==> config.mk <==
export PLATFORM = sky130hd
export DESIGN_NAME = one_unit_mat_ser
export DESIGN_NICKNAME = d
export VERILOG_FILES = /design/src/rtl/one_unit_mat_ser.sv
export SDC_FILE = /design/constraint.sdc
export NUM_CORES = 1
export LEC_CHECK = 0
export CAP_MARGIN = 20
export CORE_MARGIN = 4
export CORE_UTILIZATION = 52
export CTS_BUF_LIST = sky130_fd_sc_hd__clkbuf_4 sky130_fd_sc_hd__clkbuf_8
export DETAILED_ROUTE_END_ITERATION = 8
export GPL_TIMING_DRIVEN = 0
export MAX_ROUTING_LAYER = met4
export PLACE_DENSITY = 0.82
export SLEW_MARGIN = 10
export SYNTH_ARGS = -nofsm -noshare
export SYNTH_HDL_FRONTEND = slang
export SYNTH_SLANG_ARGS = --single-unit
==> constraint.sdc <==
create_clock -name clk_ser -period 2.7 [get_ports clk_ser]
set_clock_uncertainty 0.05 [all_clocks]
set_input_delay 0.54 -clock clk_ser [delete_from_list [all_inputs] [get_ports clk_ser]]
set_output_delay 0.54 -clock clk_ser [all_outputs]
set_load 0.02 [all_outputs]
==> src/rtl/one_unit_mat_ser.sv <==
// ============================================================================
// one_unit_mat_ser : captures a 4x4 matrix and streams its 16 elements.
// Revision 1.0
// ============================================================================
`default_nettype none

module one_unit_mat_ser #(
   parameter int W         = 26,
   parameter int COL_MAJOR = 0,
   parameter int STALL_W   = 16
) (
   input  logic                clk_ser,
   input  logic                rst_n,
   input  logic                ld_valid,
   output logic                ld_ready,
   input  logic [16*W-1:0]     ld_mat,
   input  logic [1:0]          ld_tag,
   output logic                out_valid,
   input  logic                out_ready,
   output logic [W-1:0]        out_data,
   output logic [1:0]          out_row,
   output logic [1:0]          out_col,
   output logic                out_last,
   output logic [1:0]          out_tag,
   output logic                busy,
   output logic [STALL_W-1:0]  stall_cnt,
   input  logic                stall_clr
);

   typedef enum logic [0:0] {
      S_IDLE   = 1'b0,
      S_STREAM = 1'b1
   } state_t;

   localparam logic [STALL_W-1:0] C_STALL_ONE = {{(STALL_W-1){1'b0}}, 1'b1};

   state_t               state_q, state_d;
   logic [16*W-1:0]      cap_q, cap_d;
   logic [1:0]           tag_q, tag_d;
   logic [3:0]           cnt_q, cnt_d;
   logic [STALL_W-1:0]   stall_q, stall_d;

   logic [1:0]           w_row, w_col;
   logic                 w_fire, w_load;
   logic [W-1:0]         w_elem [16];

   generate
      for (genvar e = 0; e < 16; e++) begin : g_elem
         assign w_elem[e] = cap_q[e*W +: W];
      end
      // The counter walks emission order; row/col always name the true position.
      if (COL_MAJOR != 0) begin : g_colmaj
         assign w_col = cnt_q[3:2];
         assign w_row = cnt_q[1:0];
      end else begin : g_rowmaj
         assign w_row = cnt_q[3:2];
         assign w_col = cnt_q[1:0];
      end
   endgenerate

   assign out_valid = (state_q == S_STREAM);
   assign busy      = (state_q == S_STREAM);
   assign out_last  = out_valid && (cnt_q == 4'd15);
   assign w_fire    = out_valid && out_ready;
   assign ld_ready  = (state_q == S_IDLE) || (w_fire && out_last);
   assign w_load    = ld_valid && ld_ready;

   assign out_data  = w_elem[{w_row, w_col}];
   assign out_row   = w_row;
   assign out_col   = w_col;
   assign out_tag   = tag_q;
   assign stall_cnt = stall_q;

   always_comb begin
      state_d = state_q;
      cap_d   = cap_q;
      tag_d   = tag_q;
      cnt_d   = cnt_q;
      stall_d = stall_q;

      // A load in the last-element handshake cycle chains matrices with no bubble.
      if (w_load) begin
         cap_d   = ld_mat;
         tag_d   = ld_tag;
         cnt_d   = 4'd0;
         state_d = S_STREAM;
      end else if (w_fire) begin
         if (out_last) begin
            cnt_d   = 4'd0;
            state_d = S_IDLE;
         end else begin
            cnt_d   = cnt_q + 4'd1;
         end
      end

      if (stall_clr) begin
         stall_d = '0;
      end else if (out_valid && !out_ready && (stall_q != {STALL_W{1'b1}})) begin
         stall_d = stall_q + C_STALL_ONE;
      end
   end

   always_ff @(posedge clk_ser or negedge rst_n) begin
      if (!rst_n) begin
         state_q <= S_IDLE;
         cap_q   <= '0;
         tag_q   <= 2'd0;
         cnt_q   <= 4'd0;
         stall_q <= '0;
      end else begin
         state_q <= state_d;
         cap_q   <= cap_d;
         tag_q   <= tag_d;
         cnt_q   <= cnt_d;
         stall_q <= stall_d;
      end
   end

endmodule

`default_nettype wire

==> results_dict.tcl <==
set metrics [dict create \
    nets 2350 \
    area_delta_synth_final_pct 42.9 \
    p_total_uw 33400 \
    slowest_delay_ns 0.46 \
    die_h_um 204 \
    yosys_warnings 0 \
    root_buffer "clkbuf_8" \
    via_per_inst 5.92 \
    io_pins 475 \
    power_leakage_uw 0.0121 \
    syn-instance-count 1346 \
    routedWlPerCell_um 28.0 \
    crit_chain "buf_8 > buf_12 > buf_16 > mux2i_4 > a221oi_4 > a22oi_1 > nand2_1 > buf_6" \
    worst_slack_ns -0.448 \
    die_area_sq_mm 0.0417 \
    cts_sinks 439 \
    nFillCells 2417 \
    slew_headroom 0.188 \
    crit_path_end_kind "output pin" \
    synth_cell_type_count 43 \
    clock_path_buffers 3 \
    fin_hold_ws_ns 0.194 \
    dr.pass1.iters 5 \
    synth-main-ff-cell "dfrtp_1" \
    dp_hpwl_um 50900 \
    worst_pin_slew_ns 1.21 \
    layout-drive-gt1-share 0.412 \
    ir_drop_mv 0.766 \
    syn_area_per_cell_sq_um 14.9 \
    htree_num_levels 3 \
    hold_path.class "input port to flop" \
    cp_max_fo 8 \
    cp.required_ns 2.11 \
    netlist_area_sq_mm 0.0200 \
    yosysTopAreaCell "dfrtp_1" \
    seq_area_frac_synth 0.549 \
    start_kind "flop" \
    crit_arrival_ns 2.56 \
    grt_usage 0.340 \
    initial_core_util 0.528 \
    synth.ff_latch_count 439 \
    antenna_left 0 \
    gp_congestion 0.897 \
    fmax_ghz 0.318 \
    coreArea_sq_mm 0.0378 \
    fin_util 0.755 \
    synth-edff-count 0 \
    post-route-drc-count 0 \
    cts_buffers 74 \
    powerDensity_mw_per_mm2 1170 \
    cp_slowest_cell "a221oi_4" \
    antenna_found_initial 24 \
    final.period_utilization 1.17 \
    port_buffers 472 \
    critical_path_class "flop to output pin" \
    violations "negative setup slack" \
    synth_top_area_share 0.549 \
    vias 14849 \
    syn_nets 1771 \
    grt_pass1_vias 16127 \
    period_minus_slack_ns 3.15 \
    multi_input_area_sq_mm 0.00930 \
    hold_violations 0 \
    synthTopCellsByArea "dfrtp_1, mux2_2, mux4_2" \
    insertion_delay_ns 0.64 \
    max_cap_violations 0 \
    rsz0062_at_grt "yes" \
    drv_slew 0 \
    grt_pass1_wl_um 101000 \
    grt_max_degree 113 \
    status "finished with violations" \
    overflow 0 \
    rows 71 \
    drtIter0Drc 935 \
    setup_tns_ns -9.70 \
    synthArstFlopShare 1.00 \
    fp.dieW_um 204 \
    wl_um 70300 \
    ff_latch_area_sq_mm 0.0110 \
    clkTransAtPathRegs_ns 0.06 \
    tritoncts "done" \
    setup_viol 26 \
]
==> layout by cell type, fill, tap and decap left out, types with 10 or more instances in the layout <==
| cell type | count |
|---|---|
| mux2i_1 | 79 |
| a22oi_2 | 11 |
| mux2_2 | 393 |
| mux2i_4 | 11 |
| a221oi_4 | 22 |
| o21ai_0 | 22 |
| clkbuf_4 | 33 |
| buf_4 | 27 |
| diode_2 | 28 |
| dfrtp_1 | 439 |
| buf_12 | 10 |
| buf_6 | 36 |
| clkbuf_8 | 97 |
| nand2_1 | 36 |
| a22oi_1 | 15 |
| clkdlybuf4s50_1 | 443 |
| a221oi_2 | 30 |
| mux4_2 | 52 |
| mux2i_2 | 15 |
| mux2_1 | 29 |
| buf_2 | 38 |
==> logic make-up after synthesis <==
group	share of synthesized area
AO/OA/AOI/OAI	0.0492
adder cells (fa/ha/maj)	0.00125
buffers and inverters	0.0272
flip-flops	0.549
multiplexers	0.349
AND/OR/NAND/NOR	0.0242
==> where the power goes <==
group | switching [uW] | total [uW] | internal, uW
combinational | 7550 | 16000 | 8420
clock | 2730 | 5970 | 3240
sequential | 1820 | 11500 | 9680
==> metrics by stage <==
stage / area, sq um / cells / setup slack (ns)
final: 28600 / 2509 / -0.448
after global routing: 28600 / 2505 / -0.497
after CTS: 28300 / 2478 / -0.410
after detailed placement: 25500 / 2333 / -1.17
after global placement: 25400 / 2329 / -18.05
after floorplan: 20000 / 1346 / 0.283
==> flip-flops by register name, indices dropped and copies added (netlist names) <==
| register | count |
|---|---|
| busy | 1 |
| cnt_q | 4 |
| cap_q | 416 |
| stall_cnt | 16 |
| out_tag | 2 |
==> repair_timing <==
item / in CTS / in global routing
gates resized for setup: 392 / 40
pin swaps: 39 / 22
setup endpoints to repair: 28 / 27
hold buffers: 1 / 0
hold endpoints to repair: 107 / 0
gates cloned: 4 / 2
setup buffers: 20 / 1
==> Yosys cell counts (4+ instances only) <==
master and instances:
mux2_1 29, mux2i_1 105, nand2_1 37, clkbuf_1 29, nor2_1 7, a22oi_1 26
a221oi_1 52, nand4_1 6, mux4_2 52, a21oi_1 9, nor2b_1 4, and3_1 4
mux2_2 393, dfrtp_1 439, o21ai_0 33, nand3_1 8, nor3_1 4, buf_6 13
buf_2 51, or4_1 4, or3_1 4, o31ai_1 4
==> layer usage <==
layer / share of wire / up-vias / GRT usage / routed length, um
met1: 0.38 / 7731 / 0.407 / 26900
met5: 0 / - / - / 0
met4: 0.034 / 0 / 0.128 / 2410
met2: 0.50 / 673 / 0.547 / 34800
met3: 0.088 / 148 / 0.104 / 6210
li1: - / 6297 / - / -
==> final timing paths <==
path | to | start | cells after the start | slack [ns]
min | cnt_q[2] | out_ready | 3 | 0.19
min in group asynchronous | cap_q[124] | rst_n | 2 | 0.22
max in group asynchronous | cap_q[252] | rst_n | 5 | 0.58
min reg2reg | cap_q[262] | cap_q[262] | 1 | 0.43
max reg2reg | cap_q[99] | cnt_q[0] | 9 | 0.15
max | out_data[19] | cnt_q[0] | 8 | -0.45
==> cell type report <==
| type | instances | area share |
|---|---|---|
| sequential | 439 | 0.384 |
| inverter | 3 | 0.000438 |
| antenna | 28 | 0.00245 |
| clock inverter | 9 | 0.00219 |
| multi-input combinational | 808 | 0.325 |
| buffer | 95 | 0.0338 |
| timing repair buffer | 504 | 0.181 |
| tap | 511 | 0.0224 |
| clock buffer | 112 | 0.0482 |
==> worst max-delay path: cells and delay by family (launching register included) <==
kind | cells | cell delay (ns)
simple gates | 1 | 0.11
mux | 1 | 0.19
compound gates | 2 | 0.61
buf+inv | 4 | 0.59
flops | 1 | 0.41
Power figures use the tool's default switching activity.
